### src/rtl/alu_pipe.sv
// alu_pipe: valid/ready ALU. Non-shift ops have 1-cycle latency; shifts move one bit per cycle.
// Define ALU_PIPE_OVF_EN to add the signed-overflow output OF for add/sub.
module alu_pipe #(
    parameter int unsigned WIDTH = 8
) (
    input  logic             clk,
    input  logic             rst_n,
    input  logic             in_valid,
    output logic             in_ready,
    input  logic [WIDTH-1:0] A,
    input  logic [WIDTH-1:0] B,
    input  logic [2:0]       opcode,
    input  logic             ci,
    output logic             out_valid,
    input  logic             out_ready,
    output logic [WIDTH-1:0] fin,
    output logic             Co,
    output logic             CF,
    output logic             ZF
`ifdef ALU_PIPE_OVF_EN
    ,
    output logic             OF
`endif
);

    localparam int unsigned      CntW    = $clog2(WIDTH + 1);
    localparam logic [WIDTH-1:0] WidthOp = WIDTH'(WIDTH);
    localparam logic [CntW-1:0]  CntMax  = CntW'(WIDTH);
    localparam logic [CntW-1:0]  CntOne  = CntW'(1);

    localparam logic [2:0] OpAdd = 3'b000;
    localparam logic [2:0] OpSub = 3'b001;
    localparam logic [2:0] OpAnd = 3'b010;
    localparam logic [2:0] OpOr  = 3'b011;
    localparam logic [2:0] OpXor = 3'b100;
    localparam logic [2:0] OpGt  = 3'b101;
    localparam logic [2:0] OpShl = 3'b110;

    typedef enum logic [1:0] {
        StIdle,
        StShift,
        StHold
    } state_e;

    state_e           state_q, state_d;
    logic [WIDTH-1:0] fin_q, fin_d;
    logic             co_q, co_d;
    logic             cf_q, cf_d;
    logic             dir_q, dir_d;
    logic [CntW-1:0]  cnt_q, cnt_d;

    logic             accept;
    logic [WIDTH-1:0] b_op;
    logic [WIDTH:0]   sum;
    logic [CntW-1:0]  amt;

`ifdef ALU_PIPE_OVF_EN
    logic of_q, of_d;
    logic ovf;
    // Signed overflow: operands share a sign that the result does not.
    assign ovf = (A[WIDTH-1] == b_op[WIDTH-1]) && (sum[WIDTH-1] != A[WIDTH-1]);
    assign OF  = of_q;
`endif

    assign in_ready = rst_n && ((state_q == StIdle) || ((state_q == StHold) && out_ready));
    assign accept   = in_valid && in_ready;

    assign b_op = (opcode == OpSub) ? ~B : B;
    assign sum  = {1'b0, A} + {1'b0, b_op} + {{WIDTH{1'b0}}, ci};
    // Amounts beyond WIDTH shift everything out, so clamp to keep the counter small.
    assign amt  = (B >= WidthOp) ? CntMax : CntW'(B);

    always_comb begin
        state_d = state_q;
        fin_d   = fin_q;
        co_d    = co_q;
        cf_d    = cf_q;
        dir_d   = dir_q;
        cnt_d   = cnt_q;
`ifdef ALU_PIPE_OVF_EN
        of_d    = of_q;
`endif
        unique case (state_q)
            StIdle, StHold: begin
                if (accept) begin
                    state_d = StHold;
                    co_d    = 1'b0;
                    cf_d    = 1'b0;
`ifdef ALU_PIPE_OVF_EN
                    of_d    = 1'b0;
`endif
                    unique case (opcode)
                        OpAdd, OpSub: begin
                            fin_d = sum[WIDTH-1:0];
                            co_d  = sum[WIDTH];
                            cf_d  = sum[WIDTH];
`ifdef ALU_PIPE_OVF_EN
                            of_d  = ovf;
`endif
                        end
                        OpAnd:   fin_d = A & B;
                        OpOr:    fin_d = A | B;
                        OpXor:   fin_d = A ^ B;
                        OpGt:    fin_d = {{(WIDTH-1){1'b0}}, (A > B)};
                        default: begin
                            // Shifts: fin doubles as the working register; zero amount is a pass-through.
                            fin_d = A;
                            dir_d = (opcode == OpShl);
                            cnt_d = amt;
                            if (amt != '0) begin
                                state_d = StShift;
                            end
                        end
                    endcase
                end else if ((state_q == StHold) && out_ready) begin
                    state_d = StIdle;
                end
            end
            StShift: begin
                if (dir_q) begin
                    {cf_d, fin_d} = {fin_q, 1'b0};
                end else begin
                    {fin_d, cf_d} = {1'b0, fin_q};
                end
                cnt_d = cnt_q - CntOne;
                if (cnt_q == CntOne) begin
                    state_d = StHold;
                end
            end
            default: state_d = StIdle;
        endcase
    end

    always_ff @(posedge clk or negedge rst_n) begin
        if (!rst_n) begin
            state_q <= StIdle;
            fin_q   <= '0;
            co_q    <= 1'b0;
            cf_q    <= 1'b0;
            dir_q   <= 1'b0;
            cnt_q   <= '0;
`ifdef ALU_PIPE_OVF_EN
            of_q    <= 1'b0;
`endif
        end else begin
            state_q <= state_d;
            fin_q   <= fin_d;
            co_q    <= co_d;
            cf_q    <= cf_d;
            dir_q   <= dir_d;
            cnt_q   <= cnt_d;
`ifdef ALU_PIPE_OVF_EN
            of_q    <= of_d;
`endif
        end
    end

    assign out_valid = (state_q == StHold);
    assign fin       = fin_q;
    assign Co        = co_q;
    assign CF        = cf_q;
    assign ZF        = ~|fin_q;

endmodule

### config.mk
export PLATFORM = sky130hd
export DESIGN_NAME = alu_pipe
export DESIGN_NICKNAME = d
export VERILOG_FILES = /design/src/rtl/alu_pipe.sv
export SDC_FILE = /design/constraint.sdc
export NUM_CORES = 1
export LEC_CHECK = 0
export ABC_AREA = 1
export CAP_MARGIN = 30
export CORE_MARGIN = 1
export CORE_UTILIZATION = 45
export CTS_CLUSTER_DIAMETER = 100
export CTS_CLUSTER_SIZE = 14
export DETAILED_ROUTE_END_ITERATION = 10
export PLACE_DENSITY = 0.72
export SYNTH_ARGS = -nofsm -noshare
export SYNTH_HDL_FRONTEND = slang
export SYNTH_SLANG_ARGS = --single-unit
### constraint.sdc
create_clock -name clk -period 1.55 [get_ports clk]
set_clock_uncertainty 0.15 [all_clocks]
set_input_delay 0.2325 -clock clk [delete_from_list [all_inputs] [get_ports clk]]
set_output_delay 0.2325 -clock clk [all_outputs]
set_load 0.02 [all_outputs]
==> impl.org, run 1 <==
** Yosys
- Post-synthesis compound-gate area fraction :: 16.6%
- Number of unique standard cell types used by synthesis :: 36
- A synthesized cell averages 6.71 sq um.
- Number of standard cells after synthesis :: 325
- The synthesized netlist devotes 20.8% of its cell area to adder and majority cells.
- Synth Area in Simple Gates :: 27.8%
- The share of the Yosys chip area taken by registers is 19.5%.
- Total number of yosys warnings :: 0
- Of the post-synthesis cell area, the part taken by muxes is 0%.
- Synthesized-area fraction occupied by xor and xnor cells :: 4.02%
- Area of the mapped netlist :: 2180 sq um
- The number of nets in the synthesized netlist is 384.
- After synthesis, the largest family of logic cells by area is simple AND/OR/NAND/NOR gates.
- After synthesis the netlist holds a flip-flop and latch count of 17.

** Placement
- Summed over all nets, the half-perimeter wirelength after detailed placement is 5600 um.
- OpenSTA, run right after detailed placement, puts the worst setup slack at -1.15 ns.
- Buffers on Ports :: 36
- Global placement routability congestion :: 0.991
- Placed cells :: 495

** Timing
- Setup violations remaining at the end of the flow were counted as 10.
- Post-route worst hold slack :: 0.214 ns
- After layout, the worst setup slack is -0.480 ns.
- Total negative slack for setup checks :: -4.06 ns
- At the pin with the least slew margin, the transition time is 0.237 ns.
- Max-slew violation total from the final report :: 0
- Final hold violation count :: 0
- Setup repair after global routing missed its margin :: yes
- For this run, the top clock speed supported by timing is 493 MHz.
- Headroom to the max-slew limit came out at 84.2%.
- After layout, the worst path uses 131% of the clock period.
- For the finished layout, the period the worst path requires is 2.03 ns.

** GRT
- The first global-routing pass estimated 12200 um of wire.
- Overall track demand over capacity in global routing :: 30.1%
- After global routing the overflow that remains totals 0.
- Pin count of the biggest net entering global routing :: 12
- Number of antenna violations at the first check in global routing :: 0
- The via count of the first global-routing pass was 2700.

** Critical path
- Data on the critical path is required at its endpoint by 1.55 ns.
- WP data arrival :: 2.03 ns
- The critical path in this run is classified as input port to flip-flop.
- Kind of start point of the critical path :: input port
- Worst-path fanout max :: 3
- Worst Setup End Kind :: flip-flop

** Floorplanning
- Starting Density :: 48.4%
- Measured along the x axis, the die boundary spans 71.6 um.
- 37 I/O pins were placed.
- Die height :: 71.6 um
- The floorplan step defined a die boundary enclosing 5130 sq um.
- After floorplanning, the core was sized to cover 4500 sq um.
- Placement Rows :: 24

** Clock network
- TritonCTS built the clock tree.
- CTS placed an instance of sky130_fd_sc_hd__clkbuf_8 at the clock tree root.
- Clock tree synthesis found a total of 17 sinks.
- Maximum count of clock buffers along a single path :: 2
- Maximum level of the CTS H-tree :: 1
- Buffers inserted during clock tree synthesis total 3.
- Clock-pin slew was measured on the worst setup and hold paths at 0.07 ns.
- Clock insertion delay at the later pin of the skew report :: 0.26 ns

** Cells and area
- Measured on the finished design, the core utilization comes to 78.0%.
- Share of cells above drive strength 1 :: 39.1%
- Summing all flip-flop and latch instances after layout gives 425 sq um.
- Post-route insts no fill :: 507
- Relative to the synthesized area, the layout overhead comes to 61.2%.
- In the final design database the tool counted 515 nets.
- The library cells used most frequently in the layout, excluding fill and tap cells, are sky130_fd_sc_hd__buf_4, sky130_fd_sc_hd__nand2_1, sky130_fd_sc_hd__inv_1.
- In the final layout, the multi-input gates occupy 1730 sq um.
- Most common cell after layout, fill and taps aside :: sky130_fd_sc_hd__buf_4
- After filler insertion, the fill cell instance count of the layout stands at 335.
- The repair_antennas step left the layout with diodes totalling 0.

** Routing
- Number of vias in the routed layout :: 2667
- Vias/cell :: 5.26
- After detailed routing, the total wire length is 7520 um.
- After detailed routing, the number of remaining DRC violations is 0.
- Iteration-0 DRC Markers :: 148
- ANT nets after route :: 0
- In the final routed layout, each cell accounts on average for 14.8 um.
- First drt pass iteration count :: 4

** Outcome
- Status :: complete, but fails checks
- Violations in the final reports :: negative setup slack

** Run
- Across the run, the number of max-cap violations was 0.

** Power
- Leakage power summed over all cells :: 1.89 nW
- In this run the power density over the cells is 1020 nW/um^2.
- Across the VDD grid, the largest voltage drop is 0.510 mV.

** Min path
- Classification of the worst-slack hold path :: input port to flip-flop
layout make-up:
type	count	area share, %
Multi-Input combinational cell	242	49.2
Inverter	65	6.94
Timing Repair Buffer	127	28.6
Tap cell	52	1.85
Sequential cell	17	12.1
Clock inverter	1	0.142
Clock buffer	3	1.17
timing repair:
item | CTS | global route
hold buffers | 1 | 0
buffers inserted | 5 | 2
gates resized for setup | 96 | 40
endpoints found under the hold margin | 17 | 0
pin swaps | 29 | 32
endpoints found under the setup margin | 27 | 17
layer usage:
metal / track usage [%] / vias to the layer above / part of all wire [%]
met4: 9.59 / 0 / 3.3
met3: 1.55 / 25 / 3.9
met5: 0 / - / 0
li1: - / 1311 / -
met2: 55.5 / 91 / 52
met1: 37.6 / 1240 / 41
Yosys cell counts:
cell type	instances	area (sq um)
sky130_fd_sc_hd__o211ai_1	5	37.5
sky130_fd_sc_hd__nor3_4	1	16.3
sky130_fd_sc_hd__nand2_1	68	255
sky130_fd_sc_hd__nor2_2	1	6.26
sky130_fd_sc_hd__and3_1	1	6.26
sky130_fd_sc_hd__nand3b_1	1	7.51
sky130_fd_sc_hd__o21ai_0	12	60.1
sky130_fd_sc_hd__a32oi_1	1	8.76
sky130_fd_sc_hd__nor2_1	31	116
sky130_fd_sc_hd__dfrtp_1	17	425
sky130_fd_sc_hd__or2_2	1	6.26
sky130_fd_sc_hd__o21ai_2	1	8.76
sky130_fd_sc_hd__fa_1	2	40.0
sky130_fd_sc_hd__o21bai_1	1	7.51
sky130_fd_sc_hd__a22oi_1	2	15.0
sky130_fd_sc_hd__xor2_1	9	78.8
sky130_fd_sc_hd__a21oi_1	23	115
sky130_fd_sc_hd__a22oi_2	1	12.5
sky130_fd_sc_hd__nand3_1	16	80.1
sky130_fd_sc_hd__o21ai_1	5	25.0
sky130_fd_sc_hd__a31oi_1	1	6.26
sky130_fd_sc_hd__o221ai_1	2	17.5
sky130_fd_sc_hd__xnor2_1	1	8.76
sky130_fd_sc_hd__nand2_2	4	25.0
sky130_fd_sc_hd__o21a_1	1	7.51
sky130_fd_sc_hd__ha_1	33	413
sky130_fd_sc_hd__nor2_4	2	22.5
sky130_fd_sc_hd__nor3_1	2	10.0
sky130_fd_sc_hd__inv_1	61	229
sky130_fd_sc_hd__clkbuf_1	1	3.75
sky130_fd_sc_hd__o22ai_1	5	31.3
sky130_fd_sc_hd__or2_0	1	6.26
sky130_fd_sc_hd__o2111ai_1	1	8.76
sky130_fd_sc_hd__nand4_1	6	37.5
sky130_fd_sc_hd__inv_2	4	15.0
sky130_fd_sc_hd__nand3_2	1	10.0
sequential cells by signal (all words and copies together) (netlist names):
signal and flops:
CF 1, Co 1, cnt_q 4, dir_q 1, fin 8, state_q 2
report_power, final:
| part | switching, W | total, W | internal [W] |
|---|---|---|---|
| registers | 0.000134 | 0.000783 | 0.000649 |
| logic | 0.00132 | 0.00245 | 0.00113 |
| clock network | 0.000161 | 0.000340 | 0.000179 |
stage by stage:
step | power, W | instance area, sq um
finish | 0.00357 | 3510
global route | 0.00384 | 3510
CTS | 0.00338 | 3410
detailed placement | 0.00306 | 3240
global placement | 0.00298 | 3240
floorplan | 0.00189 | 2190
worst paths after layout:
| path | start | end | slack, ns | cells past startpoint |
|---|---|---|---|---|
| min in group asynchronous | rst_n | state_q[1] | 0.53 | 3 |
| max in group asynchronous | rst_n | fin[4] | 0.55 | 3 |
| hold reg to reg | CF | CF | 0.36 | 2 |
| setup / recovery | opcode[2] | CF | -0.48 | 13 |
| setup reg to reg | state_q[1] | fin[3] | -0.02 | 9 |
| hold / removal | out_ready | state_q[1] | 0.21 | 5 |
critical path: stages:
cell                       delay, ns
sky130_fd_sc_hd__buf_6          0.10
sky130_fd_sc_hd__nor2_4         0.14
sky130_fd_sc_hd__nand2_4        0.08
sky130_fd_sc_hd__xor2_2         0.14
sky130_fd_sc_hd__fa_2           0.21
sky130_fd_sc_hd__inv_2          0.05
sky130_fd_sc_hd__fa_2           0.43
sky130_fd_sc_hd__a21oi_4        0.20
sky130_fd_sc_hd__o211ai_1       0.13
sky130_fd_sc_hd__nand3_1        0.14
sky130_fd_sc_hd__nand2_1        0.07
sky130_fd_sc_hd__nand2_1        0.05
sky130_fd_sc_hd__nand2_1        0.04
cells by family (layout without fill, tap and decap cells):
family	count (synthesis)	after routing
xor gates and xnor gates	10	10
adders and majority gates	35	35
AOI/OAI and AO/OA	61	61
DFF	17	17
buffers and inverters	66	196
and+or+nand+nor	136	136
Note: power is estimated with default switching activity, not from simulation.
==> inputs of run 2 (changes only) <==
--- a/config.mk
+++ b/config.mk
@@ -9,10 +9,12 @@
 export CAP_MARGIN = 30
 export CORE_MARGIN = 1
 export CORE_UTILIZATION = 45
+export CTS_BUF_LIST = sky130_fd_sc_hd__clkbuf_8
 export CTS_CLUSTER_DIAMETER = 100
 export CTS_CLUSTER_SIZE = 14
 export DETAILED_ROUTE_END_ITERATION = 10
 export PLACE_DENSITY = 0.72
+export SKIP_CTS_REPAIR_TIMING = 1
 export SYNTH_ARGS = -nofsm -noshare
 export SYNTH_HDL_FRONTEND = slang
 export SYNTH_SLANG_ARGS = --single-unit
==> run 2 against run 1 <==
  * The flow still finishes with violations (negative setup slack)
  * Power is 2.8% higher
  * Global-route usage is 2.4 points lower
  * Fmax is 0.63% higher
  * Count of clock-buffer cells in the layout stayed put
  * Combinational power is 3% higher
  * Sequential power is 0.6% higher
  * Core utilization is 2.4 points higher
  * Clock power is 2% higher
  * Setup slack better by 0.013 ns
  * Wire length hardly changed
  * Register-to-register slack hardly changed
  * Via count is 0.22% lower
  * Critical endpoint is now fin[4]
  * Highest routed layer unchanged
==> impl.org, run 2 (synthesis results as in run 1) <==
** Critical path
- WP data arrival :: 2.06 ns (was 2.03 ns)
- The endpoint type of the worst setup path is a flip-flop (unchanged).
- The highest cell delay on the worst timing path was 0.39 ns (was 0.43 ns).
- The buffer and inverter count on the worst path is 3 (was 2).
- Cell breakdown of the critical path :: buf_8 -> nor2_4 -> nand2_4 -> xor2_2 -> fa_2 -> inv_2 -> fa_2 -> a21oi_2 -> inv_1 -> nand2_1 -> nand2_1 -> o21ai_2 -> nand2_1 -> a21oi_2 (was buf_6 -> nor2_4 -> nand2_4 -> xor2_2 -> fa_2 -> inv_2 -> fa_2 -> a21oi_4 -> o211ai_1 -> nand3_1 -> nand2_1 -> nand2_1 -> nand2_1)
- The largest delay contributor family on the critical path is adder cells (unchanged).
- The cell type of the slowest stage on the worst timing path is sky130_fd_sc_hd__fa_2 (unchanged).
- Kind of start point of the critical path :: input port (unchanged)
- The most prevalent standard cell on the critical path is sky130_fd_sc_hd__nand2_1 (unchanged).
- Required time of the worst setup path :: 1.59 ns (was 1.55 ns)
- The maximum fanout count along the critical path was 3 (unchanged).
- The kind of critical path was input port to flip-flop (unchanged).

** Timing
- Final critical-path required period :: 2.02 ns (was 2.03 ns)
- Final clock period utilization by the worst path :: 130% (was 131%)
- Max-slew violation total from the final report :: 0 (unchanged)
- The count of endpoints failing hold in the final timing report came to 0 (unchanged).
- Slew of the pin with the lowest slew margin :: 0.285 ns (was 0.237 ns)
- The upper clock frequency limit is 496 MHz (was 493 MHz).
- Final Setup Violations :: 10 (unchanged)
- Setup repair after global routing missed its margin: yes (unchanged).
- Post-route worst hold slack :: 0.208 ns (was 0.214 ns)
- Relative slew margins :: 81.0% (was 84.2%)
- Setup WS post-layout :: -0.468 ns (was -0.480 ns)

** Routing
- ANT nets after route :: 0 (unchanged)
- Post-route DRC violation count :: 0 (unchanged)
- The routed length per placed instance came to 14.9 um (was 14.8 um).
- Iteration-0 DRC Markers :: 167 (was 148)
- Number of vias in the routed layout :: 2661 (was 2667)
- Vias/cell :: 5.27 (was 5.26)
- The total length of routed wires was 7510 um (was 7520 um).
- The number of iterations in the first detailed-routing pass is 6 (was 4).

** Cells and area
- The number of fillers in the final layout was 301 (was 335).
- The number of antenna diodes was 0 (unchanged).
- The number of nets at the end of the flow was 513 (was 515).
- The area growth from synthesis to final layout is 66.0% (was 61.2%).
- Commonest cells after routing, fill and taps aside :: sky130_fd_sc_hd__buf_4, sky130_fd_sc_hd__nand2_1, sky130_fd_sc_hd__inv_1 (unchanged)
- Flip-flop count of the largest register after layout :: 8 (unchanged)
- Post-route insts no fill :: 505 (was 507)
- Post-route cell area :: 3620 sq um (was 3510 sq um)
- Share of cells above drive strength 1 :: 37.3% (was 39.1%)
- Area of combinational cells with multiple inputs :: 1720 sq um (was 1730 sq um)
- Area of all sequential standard cells :: 425 sq um (unchanged)
- The commonest non-fill, non-tap cell in the layout is sky130_fd_sc_hd__buf_4 (unchanged).

** Placement
- The total half-perimeter wirelength after legalization and detailed placement is 5600 um (unchanged).
- Placed Area :: 3240 sq um (unchanged)
- The total of buffers placed on input and output ports came to 36 (unchanged).
- The last weighted congestion value of the routability-driven placer was 0.991 (unchanged).
- Placed cells :: 495 (unchanged)
- The pre-CTS setup slack is -1.15 ns (unchanged).

** GRT
- Pin count of the biggest net entering global routing :: 12 (unchanged)
- Vias in the first global route :: 2545 (was 2700)
- Number of antenna violations at the first check in global routing :: 0 (unchanged)
- Overall track demand over capacity in global routing :: 27.7% (was 30.1%)
- Global-route wire length before repair :: 11300 um (was 12200 um)
- The final global-route overflow total is 0 (unchanged).

** Power
- Internal power contribution :: 0.00203 W (was 0.00195 W)
- Combinational power share :: 69.1% (was 68.5%)
- The switching fraction of total power came to 44.6% (was 45.2%).
- Leakage power summed over all cells :: 2.10 nW (was 1.89 nW)
- The switching component of the power is 0.00164 W (was 0.00161 W).
- Relative contribution of sequential cells to total power :: 21.5% (was 21.9%)
- The clock group share of total power came to 9.5% (about the same).
- Peak VDD IR :: 0.514 mV (was 0.510 mV)
- Total power density per cell area :: 1010 nW/um^2 (was 1020 nW/um^2)

** Outcome
- Status :: complete, but fails checks (unchanged)
- Violations in the final reports :: negative setup slack (unchanged)

** Floorplanning
- Core region area :: 4500 sq um (unchanged)
- Placement Rows :: 24 (unchanged)
- The vertical extent of the die came to 71.6 um (unchanged).
- Die Outline Area :: 5130 sq um (unchanged)
- The starting density of the core was 48.4% (unchanged).
- The die boundary width was 71.6 um (unchanged).
- The I/O pin total is 37 (unchanged).

** Clock network
- The number of buffers created by CTS is 3 (unchanged).
- The number of levels the H-tree was split into was 1 (unchanged).
- Clock insertion delay at the later pin of the skew report :: 0.26 ns (about the same)
- The clock tree from TritonCTS is yes (unchanged).
- CTS clk-pin slew, worst paths :: 0.07 ns (about the same)
- Maximum count of clock buffers along a single path :: 2 (unchanged)
- The number of clock sinks seen by CTS came to 17 (unchanged).
- The clock root buffer is sky130_fd_sc_hd__clkbuf_8 (unchanged).

** Min path
- The kind of path behind the tightest hold check was input port to flip-flop (unchanged).

** Run
- The reported max-cap violation count is 0 (unchanged).
[run 2: cell count changes in the layout (fill, tap and decap cells not counted), moves of 2 or more]
cell / delta
sky130_fd_sc_hd__dlymetal6s2s_1: +28
sky130_fd_sc_hd__dlygate4sd2_1: -23
sky130_fd_sc_hd__buf_2: -4
sky130_fd_sc_hd__buf_4: -3
sky130_fd_sc_hd__clkdlybuf4s15_1: -2
[run 2: power groups by stage]
stage               combinational [W]  sequential, W  clock (W)
floorplan                    0.000950       0.000938          0
global placement              0.00221       0.000772          0
detailed placement            0.00228       0.000778          0
CTS                           0.00229       0.000779   0.000341
global route                  0.00276       0.000807   0.000354
finish                        0.00253       0.000788   0.000347
[run 2: worst paths after layout]
| path | depth (start not counted) | startpoint | end | slack [ns] |
|---|---|---|---|---|
| worst min-delay path | 5 | out_ready | state_q[1] | 0.21 |
| max in group asynchronous | 3 | rst_n | fin[4] | 0.65 |
| min in group asynchronous | 3 | rst_n | cnt_q[1] | 0.42 |
| worst max-delay path | 14 | opcode[1] | fin[4] | -0.47 |
| worst max register to register | 9 | state_q[1] | fin[3] | -0.03 |
| worst min register to register | 1 | state_q[0] | state_q[1] | 0.36 |
[run 2: final cells by class]
cell class	count	area share, %
clock buffer	3	1.14
sequential	17	11.7
multi-input combinational	242	47.4
inverter	65	6.74
timing repair buffer	125	31.0
clock inverter	1	0.138
tap	52	1.80
[run 2: worst reg2reg max path, stage by stage (launching register included)]
cell and delay [ns]:
sky130_fd_sc_hd__dfrtp_1 0.40, sky130_fd_sc_hd__nand2_2 0.08, sky130_fd_sc_hd__nand4_1 0.11, sky130_fd_sc_hd__buf_6 0.15, sky130_fd_sc_hd__nor2_4 0.16, sky130_fd_sc_hd__inv_2 0.06, sky130_fd_sc_hd__o21ai_0 0.14, sky130_fd_sc_hd__inv_1 0.07
sky130_fd_sc_hd__nand2_2 0.08, sky130_fd_sc_hd__a21oi_2 0.06
[run 2: routing by layer]
| layer | global-route usage (%) | vias to the layer above | routed length, um |
|---|---|---|---|
| met4 | 9.80 | 0 | 285 |
| li1 | - | 1307 | - |
| met2 | 50.2 | 114 | 3790 |
| met5 | 0 | - | 0 |
| met1 | 35.0 | 1211 | 2990 |
| met3 | 1.41 | 29 | 452 |
[run 2: stage by stage]
stage	TNS, ns	utilization (%)	power [W]
floorplan	-4.61	-	0.00189
global placement	-11.93	71.9	0.00298
detailed placement	-12.80	71.9	0.00306
CTS	-10.51	72.9	0.00341
global route	-5.20	80.4	0.00392
finish	-3.98	80.4	0.00367
